<file path="src/rtl/pool_lock_pkg.sv">
// Shared types and helpers for the pool lock sequencer and the pool itself.
package pool_lock_pkg;

  // Per-channel sequencer state.
  typedef enum logic [1:0] {
    IDLE = 2'd0,
    WAIT = 2'd1,
    HOLD = 2'd2
  } lock_state_e;

  // Width of the saturating wait counter; starve limits must fit in it.
  localparam int WAIT_CNT_W = 8;

  // Default field widths of the channel context record.
  localparam int CTX_ID_W   = 6;
  localparam int CTX_HOLD_W = 4;
  localparam int CTX_RID_W  = 1;

  // Resource-ID width that stays at least one bit for a single-entry pool.
  function automatic int rid_width(input int n);
    return (n > 1) ? $clog2(n) : 1;
  endfunction

  // Channel context in the default configuration, shared with the pool trace logic.
  typedef struct packed {
    logic [CTX_ID_W-1:0]   issue_id;
    logic [CTX_HOLD_W-1:0] hold_rem;
    logic [CTX_RID_W-1:0]  res_id;
    logic [WAIT_CNT_W-1:0] wait_cnt;
  } chan_ctx_t;

endpackage

</file>
<file path="src/rtl/pool_lock_channel.sv">
// Single-port lock client: request, own the granted resource for hold+1 cycles, release.
module pool_lock_channel
  import pool_lock_pkg::*;
#(
  parameter int ID_WIDTH     = 6,
  parameter int HOLD_WIDTH   = 4,
  parameter int RID_W        = 1,
  parameter int STARVE_LIMIT = 15
) (
  input  logic                  clk,
  input  logic                  rst_n,
  input  logic                  i_op_valid,
  output logic                  o_op_ready,
  input  logic [ID_WIDTH-1:0]   i_op_issue_id,
  input  logic [HOLD_WIDTH-1:0] i_op_hold,
  input  logic                  i_flush,
  output logic                  o_pool_req,
  output logic [ID_WIDTH-1:0]   o_pool_issue_id,
  output logic                  o_pool_release,
  input  logic                  i_pool_grant,
  input  logic [RID_W-1:0]      i_pool_alloc_id,
  output logic                  o_use_valid,
  output logic [RID_W-1:0]      o_use_res_id,
  output logic                  o_done,
  output logic                  o_starve
);

  localparam logic [WAIT_CNT_W-1:0] STARVE_THR = WAIT_CNT_W'(STARVE_LIMIT);
  localparam logic [WAIT_CNT_W-1:0] WAIT_MAX   = '1;
  localparam logic [HOLD_WIDTH-1:0] HOLD_ONE   = HOLD_WIDTH'(1);

  lock_state_e           r_state;
  lock_state_e           w_state_next;
  logic [ID_WIDTH-1:0]   r_issue_id;
  logic [HOLD_WIDTH-1:0] r_hold;
  logic [HOLD_WIDTH-1:0] r_hold_rem;
  logic [RID_W-1:0]      r_res_id;
  logic [WAIT_CNT_W-1:0] r_wait_cnt;
  logic                  w_accept;
  logic                  w_grant_ok;

  assign w_accept   = (r_state == IDLE) && i_op_valid && !i_flush;
  assign w_grant_ok = (r_state == WAIT) && i_pool_grant && !i_flush;

  // State register.
  always_ff @(posedge clk or negedge rst_n) begin
    if (!rst_n) r_state <= IDLE;
    else        r_state <= w_state_next;
  end

  // Next-state decision; flush returns any busy channel to IDLE.
  always_comb begin
    w_state_next = r_state;
    case (r_state)
      IDLE: if (w_accept) w_state_next = WAIT;
      WAIT: begin
        if (i_flush)           w_state_next = IDLE;
        else if (i_pool_grant) w_state_next = (r_hold == '0) ? IDLE : HOLD;
      end
      HOLD: begin
        if (i_flush || (r_hold_rem == HOLD_ONE)) w_state_next = IDLE;
      end
      default: w_state_next = IDLE;
    endcase
  end

  // Pool handshake and client outputs; the grant cycle forwards alloc_id combinationally.
  always_comb begin
    o_op_ready      = 1'b0;
    o_pool_req      = 1'b0;
    o_pool_issue_id = '0;
    o_pool_release  = 1'b0;
    o_use_valid     = 1'b0;
    o_use_res_id    = '0;
    o_done          = 1'b0;
    o_starve        = 1'b0;
    case (r_state)
      IDLE: o_op_ready = !i_flush;
      WAIT: begin
        o_pool_req      = 1'b1;
        o_pool_issue_id = r_issue_id;
        o_starve        = (r_wait_cnt >= STARVE_THR);
        if (i_flush) begin
          // Releasing here drops a grant that coincides with the flush.
          o_pool_release = 1'b1;
        end else if (i_pool_grant) begin
          o_use_valid  = 1'b1;
          o_use_res_id = i_pool_alloc_id;
          if (r_hold == '0) begin
            o_pool_release = 1'b1;
            o_done         = 1'b1;
          end
        end
      end
      HOLD: begin
        o_pool_req      = 1'b1;
        o_pool_issue_id = r_issue_id;
        if (i_flush) begin
          o_pool_release = 1'b1;
        end else begin
          o_use_valid  = 1'b1;
          o_use_res_id = r_res_id;
          if (r_hold_rem == HOLD_ONE) begin
            o_pool_release = 1'b1;
            o_done         = 1'b1;
          end
        end
      end
      default: ;
    endcase
  end

  // Operation context: latch on accept, capture resource on grant, count wait and hold cycles.
  always_ff @(posedge clk or negedge rst_n) begin
    if (!rst_n) begin
      r_issue_id <= '0;
      r_hold     <= '0;
      r_hold_rem <= '0;
      r_res_id   <= '0;
      r_wait_cnt <= '0;
    end else begin
      if (w_accept) begin
        r_issue_id <= i_op_issue_id;
        r_hold     <= i_op_hold;
        r_wait_cnt <= '0;
      end
      if (w_grant_ok) begin
        r_res_id   <= i_pool_alloc_id;
        r_hold_rem <= r_hold;
      end else if ((r_state == WAIT) && !i_pool_grant && !i_flush && (r_wait_cnt != WAIT_MAX)) begin
        r_wait_cnt <= r_wait_cnt + 1'b1;
      end
      if ((r_state == HOLD) && !i_flush) begin
        r_hold_rem <= r_hold_rem - 1'b1;
      end
    end
  end

  // The pool must keep granting for as long as this channel owns the resource.
  a_grant_held: assert property (@(posedge clk) disable iff (!rst_n)
    ((r_state == HOLD) && !i_flush) |-> i_pool_grant);

endmodule

</file>
<file path="src/rtl/pool_lock_sequencer.sv">
// Array of independent lock channels, one per pool port, sharing only the flush input.
module pool_lock_sequencer
  import pool_lock_pkg::*;
#(
  parameter int NUM_PORTS     = 4,
  parameter int NUM_RESOURCES = 2,
  parameter int ID_WIDTH      = 6,
  parameter int HOLD_WIDTH    = 4,
  parameter int STARVE_LIMIT  = 15,
  localparam int RID_W        = rid_width(NUM_RESOURCES)
) (
  input  logic                             clk,
  input  logic                             rst_n,
  input  logic [NUM_PORTS-1:0]             i_op_valid,
  output logic [NUM_PORTS-1:0]             o_op_ready,
  input  logic [NUM_PORTS*ID_WIDTH-1:0]    i_op_issue_id,
  input  logic [NUM_PORTS*HOLD_WIDTH-1:0]  i_op_hold,
  input  logic                             i_flush,
  output logic [NUM_PORTS-1:0]             o_pool_req,
  output logic [NUM_PORTS*ID_WIDTH-1:0]    o_pool_issue_id,
  output logic [NUM_PORTS-1:0]             o_pool_release,
  input  logic [NUM_PORTS-1:0]             i_pool_grant,
  input  logic [NUM_PORTS*RID_W-1:0]       i_pool_alloc_id,
  output logic [NUM_PORTS-1:0]             o_use_valid,
  output logic [NUM_PORTS*RID_W-1:0]       o_use_res_id,
  output logic [NUM_PORTS-1:0]             o_done,
  output logic [NUM_PORTS-1:0]             o_starve
);

  for (genvar gi = 0; gi < NUM_PORTS; gi++) begin : g_chan
    pool_lock_channel #(
      .ID_WIDTH    (ID_WIDTH),
      .HOLD_WIDTH  (HOLD_WIDTH),
      .RID_W       (RID_W),
      .STARVE_LIMIT(STARVE_LIMIT)
    ) u_chan (
      .clk            (clk),
      .rst_n          (rst_n),
      .i_op_valid     (i_op_valid[gi]),
      .o_op_ready     (o_op_ready[gi]),
      .i_op_issue_id  (i_op_issue_id[gi*ID_WIDTH +: ID_WIDTH]),
      .i_op_hold      (i_op_hold[gi*HOLD_WIDTH +: HOLD_WIDTH]),
      .i_flush        (i_flush),
      .o_pool_req     (o_pool_req[gi]),
      .o_pool_issue_id(o_pool_issue_id[gi*ID_WIDTH +: ID_WIDTH]),
      .o_pool_release (o_pool_release[gi]),
      .i_pool_grant   (i_pool_grant[gi]),
      .i_pool_alloc_id(i_pool_alloc_id[gi*RID_W +: RID_W]),
      .o_use_valid    (o_use_valid[gi]),
      .o_use_res_id   (o_use_res_id[gi*RID_W +: RID_W]),
      .o_done         (o_done[gi]),
      .o_starve       (o_starve[gi])
    );
  end

endmodule
</file>
<file path="config.mk">
export PLATFORM = sky130hd
export DESIGN_NAME = pool_lock_sequencer
export DESIGN_NICKNAME = d
export VERILOG_FILES = /design/src/rtl/pool_lock_pkg.sv /design/src/rtl/pool_lock_channel.sv /design/src/rtl/pool_lock_sequencer.sv
export SDC_FILE = /design/constraint.sdc
export NUM_CORES = 1
export LEC_CHECK = 0
export CORE_MARGIN = 5
export CORE_UTILIZATION = 53
export DETAILED_ROUTE_END_ITERATION = 6
export PLACE_DENSITY = 0.81
export SYNTH_ARGS = -nofsm -noshare
export SYNTH_HDL_FRONTEND = slang
export SYNTH_SLANG_ARGS = --single-unit
</file>
<file path="constraint.sdc">
create_clock -name clk -period 2.2 [get_ports clk]
set_clock_uncertainty 0.1 [all_clocks]
set_input_delay 0.33 -clock clk [delete_from_list [all_inputs] [get_ports clk]]
set_output_delay 0.33 -clock clk [all_outputs]
set_load 0.01 [all_outputs]
</file>
==> results.cfg, run 1 <==
[critical_path]
critical_path_required_ns = 1.77
worstSetupStartpointType = flip-flop
worst-path-buf-inv = 2
crit_path_max_fanout = 3
slowest_stage = or3b_4
critPathArrivalTime_ns = 1.80
path_class = reg -> out
crit_family = simple AND/OR/NAND/NOR gates
cp_cell_sequence = inv_2, ha_4, or3b_4, o22ai_2, and2_1, buf_2
cp-end-kind = output port
max_stage_delay_ns = 0.41

[die]
initial_core_util = 0.539
die_h_um = 115
dieArea_um2 = 13200
num_io_pins = 107
row_count = 38
fp.dieW_um = 115
core_um2 = 10800

[global_route]
grt_max_degree = 101
antenna_found_initial = 0
grt_pass1_vias = 5027
grt_usage = 0.223
grt_pass1_wl_um = 23600
overflow = 0

[final_layout]
area_growth_pct = 36.5
fin_nets = 817
drive_above_1_share = 0.340
antenna_cells = 0
final.fill_count = 758
final_design_area_no_fill_um2 = 7940

[yosys]
yosys.area.top_type = dfrtp_1
ys_async_sr_fraction = 1.00
synth-edff-count = 0
ys_warn_count = 0
ys_ff_latch = 100
synth_most_common_cell = dfrtp_1
post_synth.cell_area_avg_um2 = 10.5
ys_seq_area_frac = 0.430
yosys-top-cells-count = 100 x dfrtp_1, 47 x nand2_1, 44 x mux2_2
synthFlopType = dfrtp_1
ys_types = 50
syn_nets = 638
postSynthCellCount = 555
synth_area_um2 = 5820
synth_area_leaders = dfrtp_1 43%, mux2_2 8.5%, ha_1 6.0%
synth_top_area_frac = 0.430

[sta]
hold_violations = 0
maxSlewHeadroom = 0.624
period_share = 1.01
period_minus_slack_ns = 2.23
final-max-slew-violation-count = 0
holdWs_ns = 0.390
worst_slack_ns = -0.0322
grt_setup_unrepaired = yes
setup_viol = 3
tightest_slew_ns = 0.565
max_freq_mhz = 448

[place]
dpl.hpwl_um = 9730
io_buffers = 106
place_area_um2 = 7360
gp_congestion = 0.882

[drt]
first_pass_iters = 4
ant_nets = 0
drt_iter0_drc = 194
drc = 0
wirelength_um = 14500
vias = 4835
via_per_inst = 5.50
wl_per_cell_um = 16.5

[clocking]
numCtsBuffers = 9
clk_latency_ns = 0.38
clk_pin_slew_ns = 0.10
htree_levels = 3
tritoncts = built
clkSinkCount = 100
cts_root_buf = clkbuf_8
clk_path_buf_depth = 2

[power_and_ir_drop]
p_leak_nw = 3.66
ir_drop_v = 0.000791
powerDensity_nw_per_um2 = 1140

[run]
timing.max_cap.violations = 0

[worst_hold_path]
min-delay-path-class = reg -> reg

[run_status]
violations = negative setup slack
status = finished, violations left
[kinds of logic after synthesis]
kind of cell	count (synthesis)	synth area share
XOR/XNOR	18	0.0271
adder cells (fa/ha/maj)	28	0.0602
buffers and inverters	64	0.0617
flip-flops	100	0.430
AND/OR/NAND/NOR	185	0.178
multiplexers	62	0.116
AO/OA/AOI/OAI	98	0.126
[per-stage QoR]
stage / std cells / power (W) / worst slack [ns] / setup TNS, ns / util
after floorplan: 555 / 0.00547 / 0.228 / 0 / -
after global placement: 837 / 0.00723 / -0.375 / -8.09 / 0.682
after detailed placement: 837 / 0.00742 / -0.385 / -9.05 / 0.682
after CTS: 868 / 0.00877 / -0.0504 / -0.135 / 0.718
after global routing: 879 / 0.00974 / -0.109 / -0.919 / 0.736
final: 879 / 0.00909 / -0.0322 / -0.0812 / 0.736
[power by group]
group          switching (W)  total (W)  internal [W]
Clock               0.000649    0.00124      0.000590
Combinational        0.00210    0.00474       0.00265
Sequential          0.000566    0.00311       0.00254
[final cells by class]
type                    instances  area, µm²  area share
flip-flops and latches        100       2500       0.315
clock inverters                 3       45.0     0.00567
repair buffers                208       1730       0.217
multi-input cells             391       3240       0.408
inverters                      24       92.6      0.0117
well taps                     140        175      0.0221
clock buffers                  13        159      0.0200
[registers in the layout, indices dropped and copies added, names as in the netlist]
| name | cells |
|---|---|
| g_chan.u_chan.r_issue_id | 24 |
| g_chan.u_chan.r_hold_rem | 16 |
| g_chan.u_chan.r_res_id | 4 |
| g_chan.u_chan.r_state | 8 |
| g_chan.u_chan.r_hold | 16 |
| g_chan.u_chan.r_wait_cnt | 32 |
[worst register-to-register path, delay by kind of cell (launching register included)]
kind | cells | cell delay [ns]
fa+ha+maj | 1 | 0.12
buf+inv | 3 | 0.36
flops | 1 | 0.40
simple gates | 1 | 0.41
mux | 1 | 0.37
compound gates | 1 | 0.29
[final timing paths]
path	startpoint	to	slack, ns	depth (start not counted)
setup / recovery	g_chan[2].u_chan.r_hold_rem[1]$_DFFE_PN0P_	o_done[2]	-0.03	6
hold / removal	g_chan[3].u_chan.r_res_id$_DFFE_PN0P_	g_chan[3].u_chan.r_res_id$_DFFE_PN0P_	0.39	2
setup reg to reg	g_chan[2].u_chan.r_hold_rem[1]$_DFFE_PN0P_	g_chan[2].u_chan.r_state[0]$_DFFE_PN0P_	0.04	7
hold reg to reg	g_chan[3].u_chan.r_res_id$_DFFE_PN0P_	g_chan[3].u_chan.r_res_id$_DFFE_PN0P_	0.39	2
max in group asynchronous	rst_n	g_chan[3].u_chan.r_hold_rem[3]$_DFFE_PN0P_	1.12	3
min in group asynchronous	rst_n	g_chan[0].u_chan.r_issue_id[4]$_DFFE_PN0P_	0.41	3
[placed cells by master (no fill, tap or decap), types with 10 or more instances in the layout]
cell               n
a21oi_1           22
and2_1            33
buf_2             14
buf_4             94
clkbuf_8          11
clkdlybuf4s50_1   54
dfrtp_1          100
dlygate4sd2_1     19
ha_1              15
ha_4              11
inv_1             12
inv_2             11
mux2_2            43
mux2i_1           17
nand2_1           41
nand3_1           20
nor2_1            17
o21ai_0           25
xor2_1            10
[what timing repair did]
action	4_1_cts	5_1_grt
endpoints found under the setup margin	52	37
hold buffers	1	0
pin swaps	13	15
buffers inserted	14	11
endpoints found under the hold margin	100	0
resized for setup	143	61
[metal layers]
| metal | wire, µm | track usage |
|---|---|---|
| met5 | 0 | 0 |
| met2 | 7510 | 0.392 |
| met1 | 5910 | 0.261 |
| met3 | 724 | 0.0616 |
| met4 | 382 | 0.0790 |
Note: power is estimated with default switching activity, not from simulation.
==> run 2: changes to the inputs <==
--- a/config.mk
+++ b/config.mk
@@ -9,6 +9,7 @@
 export CORE_UTILIZATION = 53
 export DETAILED_ROUTE_END_ITERATION = 6
 export PLACE_DENSITY = 0.81
+export RECOVER_POWER = 25
 export SYNTH_ARGS = -nofsm -noshare
 export SYNTH_HDL_FRONTEND = slang
 export SYNTH_SLANG_ARGS = --single-unit
==> run 2 against run 1 <==
The run still ends with negative setup slack left. Die area unchanged. Non-clock buffer count unchanged. Clock power about the same. Total power about the same. Final cell count unchanged. Sequential cell count unchanged. Sequential power about the same. Fmax down 0.11%. Sequential share of layout area about the same. Largest cell class unchanged.
==> results.cfg, run 2 (synthesis results as in run 1) <==
[sta]
hold_violations = 0
final.setup.tns_ns = -0.0839
maxSlewHeadroom = 0.0874
grt_setup_unrepaired = yes
period_share = 1.02
period_minus_slack_ns = 2.23
max_freq_mhz = 448
worst_slack_ns = -0.0346
final-max-slew-violation-count = 0
setup_viol = 3
tightest_slew_ns = 1.37

[final_layout]
mostFrequentLayoutCells = 100 x dfrtp_1, 93 x buf_4, 54 x clkdlybuf4s50_1
final_common_cell = dfrtp_1
final_design_area_no_fill_um2 = 7930
fin_nets = 817
reg_top3 = g_chan.u_chan.r_wait_cnt x32, g_chan.u_chan.r_issue_id x24
drive_above_1_share = 0.340
antenna_cells = 0
area_growth_pct = 36.3
top_register = g_chan.u_chan.r_wait_cnt
final.fill_count = 760
stdcell_count = 879
largest_reg_flops = 32
multi_input_area_um2 = 3240
utilization = 0.735
seq_area_um2 = 2500

[place]
gp_congestion = 0.882
dpl.hpwl_um = 9730
dp.cells = 837
io_buffers = 106
place_area_um2 = 7360

[die]
die_h_um = 115
initial_core_util = 0.539
core_um2 = 10800
fp.dieW_um = 115
row_count = 38
num_io_pins = 107
dieArea_um2 = 13200

[critical_path]
critPathArrivalTime_ns = 1.80
timing.rr.end = g_chan[2].u_chan.r_state[0]$_DFFE_PN0P_
worstSetupStartpointType = flip-flop
path_class = reg -> out
startpoint = g_chan[2].u_chan.r_hold_rem[1]$_DFFE_PN0P_
cp-end-kind = output port
crit_path_max_fanout = 3
r2r_slack_ns = 0.04
regToRegStartpoint = g_chan[2].u_chan.r_hold_rem[1]$_DFFE_PN0P_
worst-r2r-cell-count = 7
critical_path_required_ns = 1.77
crit_path_end = o_done[2]

[power_and_ir_drop]
ir_drop_v = 0.000798
powerDensity_nw_per_um2 = 1150
total_power_w = 0.00908
p_leak_nw = 3.65

[drt]
met2WireLength_um = 7510
wl_met1_um = 5930
drc = 0
via_per_inst = 5.49
dr.max_layer_used = met4
drt_iter0_drc = 207
vias = 4824
dr_wl_met3_um = 711
wirelength_um = 14600
first_pass_iters = 6
wl_per_cell_um = 16.6
ant_nets = 0

[clocking]
tritoncts = built
htree_levels = 3
cts_root_buf = clkbuf_8
clk_path_buf_depth = 2
clk_pin_slew_ns = 0.10
clk_latency_ns = 0.38
numCtsBuffers = 9
clkSinkCount = 100

[global_route]
grt_usage = 0.223
overflow = 0
grt_max_degree = 101
grt_pass1_vias = 5027
antenna_found_initial = 0
grt_pass1_wl_um = 23600

[run]
timing.max_cap.violations = 0

[run_status]
status = finished, violations left
violations = negative setup slack

[worst_hold_path]
min-delay-path-class = reg -> reg
run 2: cell types whose count changed in the layout (fill, tap and decap cells not counted):
cell      before  now
buf_4         94   93
clkbuf_4       0    2
buf_12         1    0
run 2: area by class of cell:
class	instances	area share
clock buffer	13	0.0200
clock inverter	3	0.00568
inverter	24	0.0117
multi-input combinational	391	0.409
sequential	100	0.316
tap	140	0.0221
timing repair buffer	208	0.216
run 2: power by group:
part | internal, W | switching (W) | total [W]
Clock | 0.000590 | 0.000648 | 0.00124
Combinational | 0.00264 | 0.00209 | 0.00474
Sequential | 0.00254 | 0.000565 | 0.00311
Total | 0.00577 | 0.00331 | 0.00908
run 2: per-layer routing:
metal | global-route usage | vias to the layer above
li1 | - | 2297
met4 | 0.0790 | 0
met1 | 0.261 | 2348
met5 | 0 | -
met2 | 0.392 | 135
met3 | 0.0616 | 44
run 2: metrics by stage:
step / hold WS (ns) / setup WS [ns]
CTS: 0.385 / -0.0504
global placement: 0.331 / -0.375
floorplan: -0.0656 / 0.228
finish: 0.390 / -0.0346
detailed placement: 0.340 / -0.385
global route: 0.397 / -0.109
run 2: what timing repair did:
item                                    CTS  global route
endpoints found under the setup margin   52            37
resized for setup                       143            61
hold buffers                              1             0
setup buffers                            14            11
endpoints found under the hold margin   100             0
pin swaps                                13            15
run 2: critical path: stages (launching register included):
cell     delay, ns
dfrtp_1       0.40
inv_2         0.08
ha_4          0.12
or3b_4        0.41
o22ai_2       0.16
and2_1        0.14
buf_2         0.12
run 2: how the worst min path moves through the flow:
stage | startpoint | to | slack (ns) | depth (start not counted)
after global placement | rst_n | g_chan[0].u_chan.r_issue_id[4]$_DFFE_PN0P_ | 0.33 | 2
after detailed placement | rst_n | g_chan[0].u_chan.r_issue_id[4]$_DFFE_PN0P_ | 0.34 | 2
after CTS | i_pool_alloc_id[0] | g_chan[0].u_chan.r_res_id$_DFFE_PN0P_ | 0.39 | 3
final | g_chan[3].u_chan.r_res_id$_DFFE_PN0P_ | g_chan[3].u_chan.r_res_id$_DFFE_PN0P_ | 0.39 | 2
after floorplan | rst_n | g_chan[0].u_chan.r_hold[0]$_DFFE_PN0P_ | -0.07 | 0
after global routing | i_pool_alloc_id[0] | g_chan[0].u_chan.r_res_id$_DFFE_PN0P_ | 0.40 | 3
